===== src/rtl/pic_host_controller.sv =====
// Bus initiator for an 8259-style PIC: programs ICW1..ICW4, runs the two-pulse
// INTA acknowledge to fetch the interrupt vector, and issues OCW2 (EOI) writes.
module pic_host_controller #(
    parameter logic [7:0] ICW1         = 8'h11,
    parameter logic [7:0] ICW2         = 8'h08,
    parameter logic [7:0] ICW3         = 8'h04,
    parameter logic [7:0] ICW4         = 8'h01,
    parameter int         PULSE_CYCLES = 2
) (
    input  logic       clk,
    input  logic       reset,
    input  logic       start,
    input  logic       eoi_req,
    input  logic [7:0] eoi_cmd,
    input  logic       INT,
    input  logic [7:0] data_in,
    output logic [7:0] data_out,
    output logic       data_oe,
    output logic       chip_select,
    output logic       write_Enable,
    output logic       read_Enable,
    output logic       A0,
    output logic       INTA,
    output logic       busy,
    output logic       init_done,
    output logic [7:0] vector,
    output logic       vector_valid
);

    localparam logic [3:0] IDLE     = 4'd0;
    localparam logic [3:0] W_SETUP  = 4'd1;
    localparam logic [3:0] W_STROBE = 4'd2;
    localparam logic [3:0] W_HOLD   = 4'd3;
    localparam logic [3:0] W_RECOV  = 4'd4;
    localparam logic [3:0] READY    = 4'd5;
    localparam logic [3:0] ACK1     = 4'd6;
    localparam logic [3:0] ACK_GAP  = 4'd7;
    localparam logic [3:0] ACK2     = 4'd8;
    localparam logic [3:0] ACK_END  = 4'd9;

    localparam int               CNT_W      = $clog2(PULSE_CYCLES + 2);
    localparam logic [CNT_W-1:0] PULSE_LAST = CNT_W'(PULSE_CYCLES - 1);
    localparam logic [CNT_W-1:0] GAP_LAST   = CNT_W'(1);

    // ICW3 only exists in cascade mode (SNGL=0); ICW4 only when IC4=1.
    localparam logic [31:0] ICW_PACK = {ICW4, ICW3, ICW2, ICW1};
    localparam logic [3:0]  ICW_EN   = {ICW1[0], ~ICW1[1], 2'b11};

    logic [7:0] icw_word [4];
    logic [3:0] icw_en;

    genvar gi;
    generate
        for (gi = 0; gi < 4; gi++) begin : g_icw
            assign icw_word[gi] = ICW_PACK[gi*8 +: 8];
            assign icw_en[gi]   = ICW_EN[gi];
        end
    endgenerate

    logic [3:0]       state_reg, state_next;
    logic [CNT_W-1:0] cnt_reg, cnt_next;
    logic [1:0]       word_reg, word_next;
    logic             eoi_wr_reg, eoi_wr_next;
    logic             eoi_pend_reg, eoi_pend_next;
    logic [7:0]       eoi_cmd_reg, eoi_cmd_next;
    logic             int_meta_reg, int_sync_reg;
    logic             a0_reg, a0_next;
    logic [7:0]       data_out_reg, data_out_next;
    logic             init_done_reg, init_done_next;
    logic [7:0]       vector_reg, vector_next;
    logic             vector_valid_reg, vector_valid_next;
    logic             data_oe_reg, cs_reg, we_reg, inta_reg, busy_reg;
    logic [1:0]       next_word;
    logic             has_next;

    // Lowest enabled word index above the one just written.
    always_comb begin
        next_word = word_reg;
        has_next  = 1'b0;
        for (int i = 3; i >= 0; i--) begin
            if (icw_en[i] && (i > int'(word_reg))) begin
                next_word = 2'(i);
                has_next  = 1'b1;
            end
        end
    end

    always_comb begin
        state_next        = state_reg;
        cnt_next          = cnt_reg;
        word_next         = word_reg;
        eoi_wr_next       = eoi_wr_reg;
        eoi_pend_next     = eoi_pend_reg;
        eoi_cmd_next      = eoi_cmd_reg;
        a0_next           = a0_reg;
        data_out_next     = data_out_reg;
        init_done_next    = init_done_reg;
        vector_next       = vector_reg;
        vector_valid_next = 1'b0;

        if (eoi_req && (state_reg != IDLE)) begin
            eoi_pend_next = 1'b1;
            eoi_cmd_next  = eoi_cmd;
        end

        case (state_reg)
            IDLE, READY: begin
                if (start) begin
                    state_next     = W_SETUP;
                    word_next      = 2'd0;
                    eoi_wr_next    = 1'b0;
                    eoi_pend_next  = 1'b0;
                    init_done_next = 1'b0;
                    a0_next        = 1'b0;
                    data_out_next  = icw_word[0];
                end else if (state_reg == READY) begin
                    if (eoi_pend_reg) begin
                        state_next    = W_SETUP;
                        eoi_wr_next   = 1'b1;
                        eoi_pend_next = eoi_req;
                        a0_next       = 1'b0;
                        data_out_next = eoi_cmd_reg;
                    end else if (int_sync_reg) begin
                        state_next = ACK1;
                        cnt_next   = '0;
                    end
                end
            end
            W_SETUP: begin
                state_next = W_STROBE;
                cnt_next   = '0;
            end
            W_STROBE: begin
                if (cnt_reg == PULSE_LAST) state_next = W_HOLD;
                else                       cnt_next   = cnt_reg + 1'b1;
            end
            W_HOLD: state_next = W_RECOV;
            W_RECOV: begin
                if (eoi_wr_reg) begin
                    state_next = READY;
                end else if (has_next) begin
                    state_next    = W_SETUP;
                    word_next     = next_word;
                    a0_next       = 1'b1;
                    data_out_next = icw_word[next_word];
                end else begin
                    state_next     = READY;
                    init_done_next = 1'b1;
                end
            end
            ACK1: begin
                if (cnt_reg == PULSE_LAST) begin
                    state_next = ACK_GAP;
                    cnt_next   = '0;
                end else begin
                    cnt_next = cnt_reg + 1'b1;
                end
            end
            ACK_GAP: begin
                if (cnt_reg == GAP_LAST) begin
                    state_next = ACK2;
                    cnt_next   = '0;
                end else begin
                    cnt_next = cnt_reg + 1'b1;
                end
            end
            ACK2: begin
                // The PIC drives the vector during the second pulse; grab it on the last edge.
                if (cnt_reg == PULSE_LAST) begin
                    state_next        = ACK_END;
                    vector_next       = data_in;
                    vector_valid_next = 1'b1;
                end else begin
                    cnt_next = cnt_reg + 1'b1;
                end
            end
            ACK_END: state_next = READY;
            default: state_next = IDLE;
        endcase
    end

    // Bus strobes are registered from the next state so they never glitch.
    always_ff @(posedge clk or posedge reset) begin
        if (reset) begin
            state_reg        <= IDLE;
            cnt_reg          <= '0;
            word_reg         <= '0;
            eoi_wr_reg       <= 1'b0;
            eoi_pend_reg     <= 1'b0;
            eoi_cmd_reg      <= '0;
            int_meta_reg     <= 1'b0;
            int_sync_reg     <= 1'b0;
            a0_reg           <= 1'b0;
            data_out_reg     <= '0;
            init_done_reg    <= 1'b0;
            vector_reg       <= '0;
            vector_valid_reg <= 1'b0;
            data_oe_reg      <= 1'b0;
            cs_reg           <= 1'b1;
            we_reg           <= 1'b1;
            inta_reg         <= 1'b1;
            busy_reg         <= 1'b0;
        end else begin
            state_reg        <= state_next;
            cnt_reg          <= cnt_next;
            word_reg         <= word_next;
            eoi_wr_reg       <= eoi_wr_next;
            eoi_pend_reg     <= eoi_pend_next;
            eoi_cmd_reg      <= eoi_cmd_next;
            int_meta_reg     <= INT;
            int_sync_reg     <= int_meta_reg;
            a0_reg           <= a0_next;
            data_out_reg     <= data_out_next;
            init_done_reg    <= init_done_next;
            vector_reg       <= vector_next;
            vector_valid_reg <= vector_valid_next;
            data_oe_reg      <= state_next inside {W_SETUP, W_STROBE, W_HOLD};
            cs_reg           <= !(state_next inside {W_SETUP, W_STROBE, W_HOLD});
            we_reg           <= (state_next != W_STROBE);
            inta_reg         <= !(state_next inside {ACK1, ACK2});
            busy_reg         <= !(state_next inside {IDLE, READY});
        end
    end

    assign data_out     = data_out_reg;
    assign data_oe      = data_oe_reg;
    assign chip_select  = cs_reg;
    assign write_Enable = we_reg;
    assign read_Enable  = 1'b1;
    assign A0           = a0_reg;
    assign INTA         = inta_reg;
    assign busy         = busy_reg;
    assign init_done    = init_done_reg;
    assign vector       = vector_reg;
    assign vector_valid = vector_valid_reg;

endmodule


===== config.mk =====
export PLATFORM = sky130hd
export DESIGN_NAME = pic_host_controller
export DESIGN_NICKNAME = d
export VERILOG_FILES = /design/src/rtl/pic_host_controller.sv
export SDC_FILE = /design/constraint.sdc
export NUM_CORES = 1
export LEC_CHECK = 0
export CAP_MARGIN = 20
export CORE_MARGIN = 5
export CORE_UTILIZATION = 48
export DETAILED_ROUTE_END_ITERATION = 8
export PLACE_DENSITY = 0.76
export SYNTH_ARGS = -nofsm -noshare
export SYNTH_HDL_FRONTEND = slang
export SYNTH_SLANG_ARGS = --single-unit

===== constraint.sdc =====
create_clock -name clk -period 2.3 [get_ports clk]
set_input_delay 0.46 -clock clk [delete_from_list [all_inputs] [get_ports clk]]
set_output_delay 0.46 -clock clk [all_outputs]
set_load 0.005 [all_outputs]

== After elaboration in Yosys (flattened, before gate mapping) ==
Cells that the tools add are included.

* Register bits after elaboration: 44
* Input bits: 21
* Output and inout port bits: 25
* Logic and storage cells: 132

* $add $sub $neg: 1
* Magnitude comparators: 4
* Eq/ne operators: 28
* Muxes and demuxes: 57
* Bitwise logic cells: 1
* Reductions and logical operators: 23

{| class="wikitable"
|+ Operator list
! cell !! number
|-
| $mux 8 || 7
|-
| $pmux 4 s9 || 1
|-
| $mux 4 || 8
|-
| $eq 4x3->1 const B || 6
|-
| $mux 2 || 12
|-
| $mux 1 || 21
|-
| $ne 2x2->1 const B || 9
|-
| $bmux 8 s2 || 1
|-
| $eq 4x2->1 const B || 4
|-
| $pmux 8 s2 || 1
|-
| $eq 4x4->1 const B || 3
|-
| $reduce_bool 2->1 || 5
|-
| $eq 4x1->1 const B || 2
|-
| $logic_not 4->1 || 2
|-
| $pmux 2 s4 || 1
|-
| $reduce_and 4->1 || 2
|-
| $reduce_bool 4->1 || 2
|-
| $mux 3 || 2
|-
| $ne 3x3->1 const B || 2
|-
| $reduce_and 6->1 || 1
|-
| $reduce_or 2->1 || 3
|-
| $reduce_and 5->1 || 1
|-
| $gt 2x2->1 const A || 2
|-
| $ne 4x2->1 const B || 1
|-
| other kinds (12) || 15
|}

== Logic depth before layout (Yosys ltp) ==
* Depth in word-level cells: 11
* Mapped depth: 7
* Mapped depth without buffers: 7

== Worst setup path before layout ==
Ideal clock, no wire load.

* Path kind: reg2reg
* Start point: register state_reg[0]
* End point: register data_out_reg[2], in the netlist data_out[2]
* Setup time: 0.118 ns
* Data arrival time: 1.669 ns
* Required time: 2.182 ns
* Slack: 0.513 ns
* Cell stages (with the launch flop): 8
* Buffers on the path: 2
* Clock period less this slack: 1.787 ns
* Path through: dfrtp_1 -> buf_6 -> or4b_4 -> a211oi_4 -> o22ai_4 -> buf_6 -> nand2_1 -> o21ai_2

* Word-level cells in the longest chain between the ends: 4
* Elaborated cells between the ends (all ways): 11
* Those cells by class: eq/ne: 6; mux: 1; reduce/logical: 4

{| class="wikitable"
|+ Ends and longest elaborated chain
! item !! RTL line !! RTL
|-
| start, declared || 60 || <nowiki>logic [3:0] state_reg, state_next;</nowiki>
|-
| start signal, assigned || 204 || <nowiki>state_reg <= state_next;</nowiki>
|-
| $eq 4x3->1 / $logic_not 4->1 (equally long branches) || 106, 116 ||
|-
| $reduce_or 2->1 || 106 || <nowiki>case (state_reg)</nowiki>
|-
| $ne 3x3->1 (no line) / $reduce_bool 2->1 (equally long branches) || -- ||
|-
| $reduce_and 5->1 (no line) || -- ||
|-
| end signal, assigned || 213 || <nowiki>data_out_reg <= data_out_next;</nowiki>
|-
| end, declared || 68 || <nowiki>logic [7:0] data_out_reg, data_out_next;</nowiki>
|}

Parallel ways exist; a longest one is shown, timed or not.
A chain may end at the register's enable or synchronous reset.

== Final worst setup path ==
* Start point: register state_reg[1]
* End point: register busy_reg, in the netlist busy

* Elaborated cells between the ends (all ways): 24
* Those cells by class: eq/ne: 10; mux: 9; reduce/logical: 5

{| class="wikitable"
|+ RTL lines
! item !! RTL line !! RTL
|-
| $eq 4x3->1 || 106, 116 ||
|-
| $mux 4 || 116 || <nowiki>end else if (state_reg == READY) begin</nowiki>
|-
| $mux 4 || 108 || <nowiki>if (start) begin</nowiki>
|-
| $pmux 4 s9 * || 106 ||
|-
| net state_next[0] || 60 ||
|-
| $eq 4x3->1 / $logic_not 4->1 (equally long branches) || 221 || <nowiki>busy_reg <= !(state_next inside {IDLE, READY});</nowiki>
|-
| $reduce_bool 2->1 * || 221 ||
|-
| $logic_not 1->1 * || 221 ||
|-
| end signal, assigned || 221 ||
|-
| end, declared || 72 || <nowiki>logic data_oe_reg, cs_reg, we_reg, inta_reg, busy_reg;</nowiki>
|}

The timed path passes the listed nets; every way through them passes the cells marked *.

==> metrics.txt <==
status=finished, final reports clean; WL/cell=about 14 µm; Critical Path End Type=flop; Hold Crit Class=flop to flop; synth warn=0; Std-Cell Rows=24; Net Count, Synth=about 240; starting density of the core=roughly half; cell count after synthesis=214; Syn Area/Cell=approximately 10 µm²; port bufs=44; Max Slew Vio Count=0; Critical Path RT=2.48 ns; mapped cell area=0.002137 mm²; Synth cell types=47; final worst-path cycle share=86.05%; Synth top area share=about half; DIE AREA=~0.0059 mm²; Max Cap Violations=0; grt total ovfl=0; vias post-DR=1640; sequential area share after synthesis=51.70%; # setup viols final=0; unrepaired setup endpoints after global routing=no; FFs w/ async S/R, synth=between 90% and 100%; Die X=76.73 µm; count leader, synth=nand2_1; Startpoint Class=flop; Core Region=0.004324 mm²; First-pass DRT Iterations=4; largest net degree at the start of global routing=45; Nets=286; Fmax=505.3 MHz; IO Pins=46; Hold Vio Cnt, Final=0; clk buf depth=2; insertion delay to the later sink of the worst-skew pair=0.30 ns; P_leak=~1.2 nW; ANT nets after route=0; crit path kind=flop to flop; PostCTS Resize Cnt=0; Pwr per Cell Area=1268 mW/mm²; Layout area overhead=29.45%; Clock Sink Count=44; clock-pin slew on the worst setup and hold paths=around 0.070 ns; skew final=0.008881 ns; Yosys reg bits=44; metal2 WL=~2100 µm; Main synth FF type=dfrtp_1; DR DRC count=0; Iter 0 DRT Violations=58; # hold bufs at CTS=0; leading area contributor after synthesis=dfrtp_1; top cells by area, synth=dfrtp_1 (48%), nand2_1 (8.4%), mux2_2 (4.2%); vias in the first global route=1595; Post-synth EDFFs=0; DR vias/cell=5.206; Net Sw Frac=35.13%; Comb power frac=43.8%; setup TNS=0 ns; CP arrival=2.16 ns; Total GRT Usage=15.40%; Switch Pwr=1.232 mW; first-pass GRT wire length=7452 µm; Root Buffer=clkbuf_8; Synth top cells by count=nand2_1 (48), dfrtp_1 (41), a21oi_1 (13); Top Metal Used=met4; maximum VDD drop=0.8198 mV; WL met1=slightly below 2000 µm; Clock power frac=19.7%; fin crit period=1.979 ns; Worst-Margin Slew=0.6106 ns; CP Max Fanout=14; DP HPWL=3136 µm; total CTS buffers=5; CTS tree=built; post-CTS setup buffer count=0; share of cells above drive strength 1=12.55%; H-tree Lvls=2; initial antenna violation count=0; Power Total=3.508 mW; Die Y=between 70 and 80 µm; met3 routed WL=266 µm; P_int=2.276 mW; Slew HR=59.15%; Reg power frac=36.5%; diode count=0; gpl congestion=slightly above 0.8; Routed WL=4329 µm
-- critical path, cell delays in order (launching register included) --
cell       delay [ns]
dfrtp_1          0.54
buf_4            0.23
nor4bb_1         0.14
o31ai_1          0.27
o2111ai_1        0.29
nor3_1           0.29
o21bai_1         0.11
-- power groups by stage --
stage / clock [mW] / sequential [mW] / combinational [mW]
2_1_floorplan: 0 / 1.21 / 1.11
3_3_place_gp: 0 / 1.29 / 1.52
3_5_place_dp: 0 / 1.30 / 1.54
4_1_cts: 0.707 / 1.28 / 1.56
5_1_grt: 0.742 / 1.33 / 1.70
6_report: 0.693 / 1.28 / 1.54
-- routing by layer --
layer,vias to the layer above,GRT usage (%)
li1,825,-
met1,767,19.95
met2,43,24.79
met3,5,4.567
met4,0,4.720
met5,-,0
-- layout make-up --
cell class	count	area [µm²]
Clock buffer	6	72.57
Clock inverter	2	60.06
Fill cell	376	1558
Inverter	8	30.03
Multi-Input combinational cell	152	940.9
Sequential cell	44	1105
Tap cell	52	65.06
Timing Repair Buffer	51	493.0
-- placed cells by master, fill, tap and decap left out, drive strengths merged, types with 4 or more instances in the layout --
cell type and count:
nor3 4, o21ai 14, clkdlybuf4s50 44, nand2b 4, nand3 4, nor2 10
mux2 8, dfrtp 41, inv 6, nand2 48, a21o 4, clkbuf 6
a21oi 13, buf 7
-- logic make-up after synthesis --
logic type               count (synthesis)  synth area share [%]
AND/OR/NAND/NOR                         88                 19.79
AO/OA/AOI/OAI                           49                 16.75
flip-flops                              44                 51.70
buffers and inverters                   18                 4.274
multiplexers                            10                 5.152
adder cells (fa/ha/maj)                  3                 1.757
other                                    1                0.1755
XOR/XNOR                                 1                0.4099
-- stage by stage --
| stage | area, µm² | std cells | utilization [%] | setup slack [ns] | hold slack [ns] |
|---|---|---|---|---|---|
| final | 2766 | 315 | 63.98 | 0.3209 | 0.3526 |
| after global routing | 2766 | 315 | 63.98 | 0.1196 | 0.3712 |
| after CTS | 2766 | 315 | 63.98 | 0.2877 | 0.3549 |
| after detailed placement | 2634 | 307 | 60.91 | 0.1121 | 0.3378 |
| after global placement | 2634 | 307 | 60.91 | 0.2262 | 0.3344 |
| after floorplan | 2137 | 214 | - | 0.5130 | 0.3312 |
-- worst paths after layout --
kind / slack (ns) / startpoint / to / depth (start not counted)
worst max register to register: 0.32 / state_reg[1]$_DFF_PP0_ / busy$_DFF_PP0_ / 6
min in group asynchronous: 0.59 / reset / eoi_cmd_reg[5]$_DFFE_PP0P_ / 3
worst max-delay path: 0.32 / state_reg[1]$_DFF_PP0_ / busy$_DFF_PP0_ / 6
max in group asynchronous: 1.32 / reset / write_Enable$_DFF_PP1_ / 3
worst min-delay path: 0.35 / int_meta_reg$_DFF_PP0_ / int_sync_reg$_DFF_PP0_ / 0
worst min register to register: 0.35 / int_meta_reg$_DFF_PP0_ / int_sync_reg$_DFF_PP0_ / 0
Power figures use the tool's default switching activity.
